## src/rtl/fetch_stage.sv

```systemverilog
// rtl/fetch_stage.sv - LEGv8 instruction-fetch stage: PC, branch redirect, IF/ID register, halt detect
module fetch_stage #(
    parameter int          N         = 64,
    parameter int          IMEM_AW   = 7,
    parameter logic [31:0] HALT_WORD = 32'hb400001f,
    parameter logic [31:0] NOP_WORD  = 32'h8b1f03ff
) (
    input  logic               clk,
    input  logic               reset,
    input  logic               stall_F,
    input  logic               flush_D,
    input  logic               pcsrc,
    input  logic [N-1:0]       pc_branch,
    output logic [IMEM_AW-1:0] imem_addr,
    input  logic [31:0]        imem_q,
    output logic [N-1:0]       pc_F,
    output logic [31:0]        instr_D,
    output logic [N-1:0]       pc_D,
    output logic               valid_D,
    output logic               halted,
    output logic [31:0]        fetch_count
);

    typedef enum logic {
        RUN    = 1'b0,
        HALTED = 1'b1
    } state_t;

    state_t      state_q, state_d;
    logic [N-1:0] pc_q, pc_d;
    logic [31:0]  instr_q, instr_d;
    logic [N-1:0] pcd_q, pcd_d;
    logic         valid_q, valid_d;
    logic [31:0]  cnt_q, cnt_d;
    logic         load;
    logic         hit_halt;

    always_ff @(posedge clk) begin
        if (reset) begin
            state_q <= RUN;
            pc_q    <= '0;
            instr_q <= NOP_WORD;
            pcd_q   <= '0;
            valid_q <= 1'b0;
            cnt_q   <= '0;
        end else begin
            state_q <= state_d;
            pc_q    <= pc_d;
            instr_q <= instr_d;
            pcd_q   <= pcd_d;
            valid_q <= valid_d;
            cnt_q   <= cnt_d;
        end
    end

    always_comb begin
        state_d  = state_q;
        pc_d     = pc_q;
        instr_d  = instr_q;
        pcd_d    = pcd_q;
        valid_d  = valid_q;
        cnt_d    = cnt_q;
        load     = 1'b0;
        hit_halt = 1'b0;

        // IF/ID register: a redirect squashes the wrong-path word just like flush_D
        if (flush_D || pcsrc) begin
            instr_d = NOP_WORD;
            pcd_d   = '0;
            valid_d = 1'b0;
        end else if (stall_F) begin
            instr_d = instr_q;
        end else if (state_q == HALTED) begin
            instr_d = NOP_WORD;
            pcd_d   = '0;
            valid_d = 1'b0;
        end else begin
            load     = 1'b1;
            hit_halt = (imem_q == HALT_WORD);
            instr_d  = imem_q;
            pcd_d    = pc_q;
            valid_d  = 1'b1;
        end

        // PC stays on the halt word's address so a later redirect is the only way out
        if (pcsrc) begin
            pc_d = pc_branch;
        end else if (stall_F || state_q == HALTED || hit_halt) begin
            pc_d = pc_q;
        end else begin
            pc_d = pc_q + N'(4);
        end

        if (pcsrc) begin
            state_d = RUN;
        end else if (hit_halt) begin
            state_d = HALTED;
        end

        if (load && cnt_q != 32'hFFFF_FFFF) begin
            cnt_d = cnt_q + 32'd1;
        end
    end

    assign imem_addr   = pc_q[IMEM_AW+1:2];
    assign pc_F        = pc_q;
    assign instr_D     = instr_q;
    assign pc_D        = pcd_q;
    assign valid_D     = valid_q;
    assign halted      = (state_q == HALTED);
    assign fetch_count = cnt_q;

endmodule

```

## config.mk

```make
export PLATFORM = sky130hd
export DESIGN_NAME = fetch_stage
export DESIGN_NICKNAME = d
export VERILOG_FILES = /design/src/rtl/fetch_stage.sv
export SDC_FILE = /design/constraint.sdc
export NUM_CORES = 1
export LEC_CHECK = 0
export ABC_AREA = 1
export CAP_MARGIN = 20
export CORE_MARGIN = 5
export CORE_UTILIZATION = 40
export DETAILED_ROUTE_END_ITERATION = 12
export GPL_ROUTABILITY_DRIVEN = 0
export PLACE_DENSITY = 0.75
export REMOVE_ABC_BUFFERS = 1
export SYNTH_ARGS = -nofsm -noshare
export SYNTH_HDL_FRONTEND = slang
export SYNTH_SLANG_ARGS = --single-unit
```

## constraint.sdc

```tcl
create_clock -name clk -period 2.1 [get_ports clk]
set_input_delay 0.42 -clock clk [delete_from_list [all_inputs] [get_ports clk]]
set_output_delay 0.42 -clock clk [all_outputs]
set_load 0.02 [all_outputs]
```

## Word level (Yosys, flattened, before mapping)

Cells that the tools add are included.

| storage, ports and cells | value |
|---|---|
| input bits | 101 |
| register bits | 194 |

| operators by class | value |
|---|---|
| equal/unequal tests | 3 |
| mux-type cells | 10 |
| add/sub/neg operators | 2 |
| reductions and logical operators | 6 |

Operators by type and width:

| kind | count |
|---|---|
| two-way mux 64 bit | 3 |
| adder 64 x 3 -> 64 bit, second input constant | 1 |
| adder 32 x 1 -> 32 bit, second input constant | 1 |
| == test 32 bit, second input constant | 1 |
| two-way mux 32 bit | 1 |
| != test 32 bit, second input constant | 1 |
| two-way mux 1 bit | 6 |
| OR reduction 2 bit | 2 |
| logical OR 1 bit | 3 |
| != test 2 bit, second input constant | 1 |
| logical AND 1 bit | 1 |

## Logic depth before layout (Yosys ltp)

Gate-level depths: netlist (run 1).

| logic depth | value |
|---|---|
| depth in word-level cells | 7 |
| mapped depth | 14 |

## Least setup slack after synthesis (run 1)

Ideal clock, no wire load.

| timing path | value |
|---|---|
| kind | register to register |
| start | register cnt_q[0], in the netlist fetch_count[0] |
| end | register cnt_q[30], in the netlist fetch_count[30] |
| cell stages (with the launch flop) | 10 |
| slack | 0.184 ns |
| arrival time | 1.783 ns |
| setup time | 0.132 ns |
| cells stage by stage | dfxtp_1 -> ha_1 -> nand2_1 -> nor2_1 -> nand2_1 -> nor2_1 -> a21boi_1 -> clkbuf_1 -> o21ai_1 -> a21oi_1 |

| on the way | value |
|---|---|
| word-level cells in the longest chain between the ends | 2 |

Ends and longest elaborated chain:

| element | line | text |
|---|---|---|
| start: declaration | 34 | `logic [31:0] cnt_q, cnt_d;` |
| start signal: assignment | 52 | `cnt_q <= cnt_d;` |
| branches (longest 2 deep; another with adder 32 x 1 -> 32 bit) | - |  |

Parallel ways; which one is timed is not known.
A chain may end at the register's enable or synchronous reset.

## Worst setup path in the final report (run 1)

| timing path | value |
|---|---|
| start | register pc_q[36], in the netlist pc_F[36] |
| end | output port pc_F[36] |

RTL lines:

| element | line | text |
|---|---|---|
| start: declaration | 30 | `logic [N-1:0] pc_q, pc_d;` |
| start signal: assignment | 48 | `pc_q <= pc_d;` |
| end: declaration | 16 | `output logic [N-1:0] pc_F,` |

No word-level cell between the ends.

==> results of run 1 <==
==> synthesized netlist by cell type (6+ instances only) <==
cell type                    n  area [sq um]
sky130_fd_sc_hd__o22ai_1    19         118.9
sky130_fd_sc_hd__nor3_1     30         150.1
sky130_fd_sc_hd__xor2_1     24         210.2
sky130_fd_sc_hd__nand3b_1   10         75.07
sky130_fd_sc_hd__nand2_1   586          2200
sky130_fd_sc_hd__inv_1      93         349.1
sky130_fd_sc_hd__nand3_1    98         490.5
sky130_fd_sc_hd__a21oi_1   162         810.8
sky130_fd_sc_hd__o21ai_1     6         30.03
sky130_fd_sc_hd__dfxtp_1   194          3884
sky130_fd_sc_hd__or2_2      16         100.1
sky130_fd_sc_hd__clkbuf_1   58         217.7
sky130_fd_sc_hd__nor2_1    221         829.6
sky130_fd_sc_hd__o21ai_0    35         175.2
sky130_fd_sc_hd__buf_4      11         82.58
sky130_fd_sc_hd__nand4_1    23         143.9
sky130_fd_sc_hd__xnor2_1    17         148.9
==> routing by layer <==
metal / wire, um / share of wire (%) / up-vias
li1: - / - / 5953
met1: 15330 / 40 / 5456
met2: 18200 / 48 / 551
met3: 3329 / 8.7 / 91
met4: 1241 / 3.3 / 2
met5: 11 / 0.029 / -
==> power breakdown <==
part	switching, mW	internal, mW	total, mW
Combinational	0.737	0.642	1.38
Sequential	0.151	3.79	3.94
Clock	1.63	1.66	3.29
==> cell type report <==
type | instances | area [sq um] | area share (%)
multi-input combinational | 1284 | 5798 | 39.19
tap | 335 | 419.2 | 2.833
inverter | 98 | 372.9 | 2.520
sequential | 194 | 3896 | 26.33
clock buffer | 20 | 466.7 | 3.154
timing repair buffer | 387 | 3731 | 25.22
clock inverter | 12 | 111.4 | 0.7526
==> repair_timing <==
| item | in CTS | in global routing |
|---|---|---|
| resized for setup | 6 | 16 |
| setup endpoints to repair | 6 | 47 |
| setup buffers | 0 | 1 |
| hold endpoints to repair | 0 | 0 |
| pin swaps | 0 | 2 |
==> worst max path at each step <==
stage,end,cells after the start,start
floorplan,instr_D[10],5,pcsrc
global placement,pc_F[51],13,flush_D
detailed placement,pc_F[53],12,imem_q[1]
CTS,pc_F[56],1,pc_F[56]
global route,pc_F[22],11,pc_F[2]
finish,pc_F[36],1,pc_F[36]
==> cell families (layout without fill, tap and decap cells) <==
group / after synthesis / count (layout) / synth area share, %
compound gates: 234 / 234 / 11.75
xor+xnor: 41 / 41 / 3.439
fa+ha+maj: 2 / 2 / 0.2396
buf+inv: 182 / 517 / 7.405
flops: 194 / 194 / 37.19
mux: 1 / 1 / 0.09586
simple gates: 1006 / 1006 / 39.88
==> registers in the layout, summed over array words and instances, names as in the netlist <==
register     cells
halted           1
pc_F            64
pc_D            64
instr_D         32
valid_D          1
fetch_count     32
==> metrics by stage <==
stage               worst slack (ps)  cells  instance area, sq um  hold slack [ps]
floorplan                      -1203   1576                 10040            482.4
global placement              -74.65   2297                 14170            446.7
detailed placement            -104.8   2297                 14170            449.6
CTS                            12.46   2329                 14750            447.6
global route                  -33.29   2330                 14800            475.7
finish                         41.74   2330                 14800            452.8
==> flow_summary.toml, run 1 <==
[pwr]
pwr_density_cell_mw_per_mm2 = 581.9
max-vdd-ir-drop_v = 0.0004171
total_leakage_power_nw = 5.511
totalPowerFinal_mw = 8.610

[hold_path]
hold-path-endpoint = "fetch_count[6]"
min-delay-start = "reset"
timing.hold.worst.class = "in2reg"
holdPathStages = 4

[finish]
diodes = 0
layout_common_cells = "sky130_fd_sc_hd__nand2_1 (586), sky130_fd_sc_hd__clkdlybuf4s50_1 (290), sky130_fd_sc_hd__nor2_1 (219)"
postLayoutCoreUtil_pct = 57.10
areaGrowthSynthToFinish_pct = 41.68
number_of_filler_instances_in_the_final_layout = 2452
layout.nets = 2085
layout-drive-gt1-share_pct = 8.722
mostFrequentLayoutCell = "sky130_fd_sc_hd__nand2_1"

[worst_setup_path]
regToRegStartpoint = "pc_F[2]"
cpMaxStageDelayCell = "sky130_fd_sc_hd__clkdlybuf4s50_1"
critical_path.reg2reg.endpoint = "pc_F[58]"
end_kind = "output pin"
crit_path_start_kind = "register"
reg2regPathDepth = 9
list_of_cells_traversed_by_the_critical_path = "clkdlybuf4s50_1"
path_buf_inv = 1
required_time_reported_for_the_critical_path_endpoint_ps = 1680
timing_worst_setup_path_type = "reg2out"
minimum_setup_slack_among_reg_to_reg_paths_ps = 150
cp_slowest_stage_delay_ps = 690
critical-path-top-delay-family = "buffers and inverters"
critical_path_arrival_ps = 1640
crit_path_max_fanout = 6

[floorplan]
initial_core_utilization_pct = 40.30
ioPinCount = 302
fp-row-count = 59
core_area_sq_mm = 0.02591
chipWidth_um = 171.6
dieHeight_um = 171.6
fp.dieArea_sq_mm = 0.02944

[routing]
route.detailed.vias_per_inst = 5.173
antenna_left = 0
detailedRoute.firstIterationViolations = 1194
route.detailed.wl_per_inst_um = 16.36
route.detailed.drc = 0
first_pass_iters = 7
routed_wirelength_um = 38110
vias = 12050

[synth]
netlist-cell-type-count = 39
synth-seq-cells = 194
postSynth.topFlopCell = "sky130_fd_sc_hd__dfxtp_1"
mappedNetlistArea_sq_mm = 0.01044
syn-mean-instance-area_sq_um = 6.291
post_synth_inst_count = 1660
count_of_synthesis_stage_warnings_from_yosys = 0
edff_count_synth = 0
synth-seq-area-share_pct = 37.19
synth-async-reset-ratio_pct = 0

[clocking]
worst_skew_pair.late_latency_ps = 450
total_clock_sinks = 194
clock_tree.root_cell = "sky130_fd_sc_hd__clkbuf_16"
cts_tree = "built"
tritoncts_buffers = 17
clkTransAtPathRegs_ps = 70
ctsLongestPathBuffers = 2
postCtsHoldBufs = 0
htree_num_levels = 4

[sta]
max_freq_mhz = 485.8
aggregate_negative_setup_slack_ps = 0
period_minus_slack_ps = 2058
final_max_slew_viol_count = 0
fin_skew_ps = 14.97
setup_viol = 0
worst_pin_slew_ps = 833.4
final_min_period_over_clock_period_pct = 98.01
finalHoldViolations = 0
max-slew-margin-rel_pct = 44.44

[grt]
antenna_found_initial = 2
groute.layer.met2.usage_pct = 41.85
layer_carrying_the_most_global_route_usage = "met2"
grt_pass1_vias = 11160
met3_usage_pct = 5.148
overflow = 0
grt_first_pass_wirelength_um = 59200
pin_count_of_the_biggest_net_entering_global_routing = 81
met1_track_demand_over_resource_in_global_routing_pct = 32.67
gr-usage-all-layers_pct = 25.19

[run]
cap_violations = 0

[placed_design]
port_buffers = 301
detailed_place_hpwl_um = 28460

[run_status]
run_status = "completed"
Note: power is estimated with default switching activity, not from simulation.
==> inputs of run 2 (changes only) <==
Settings changed: CTS_CLUSTER_DIAMETER set to 60.
==> results of run 2 <==
Final layout, timing and power as in run 1 (identical DEF).
==> inputs of run 3 (changes only) <==
Settings changed: HOLD_SLACK_MARGIN set to 0.02.
==> results of run 3 <==
Final layout, timing and power as in run 1 (identical DEF).
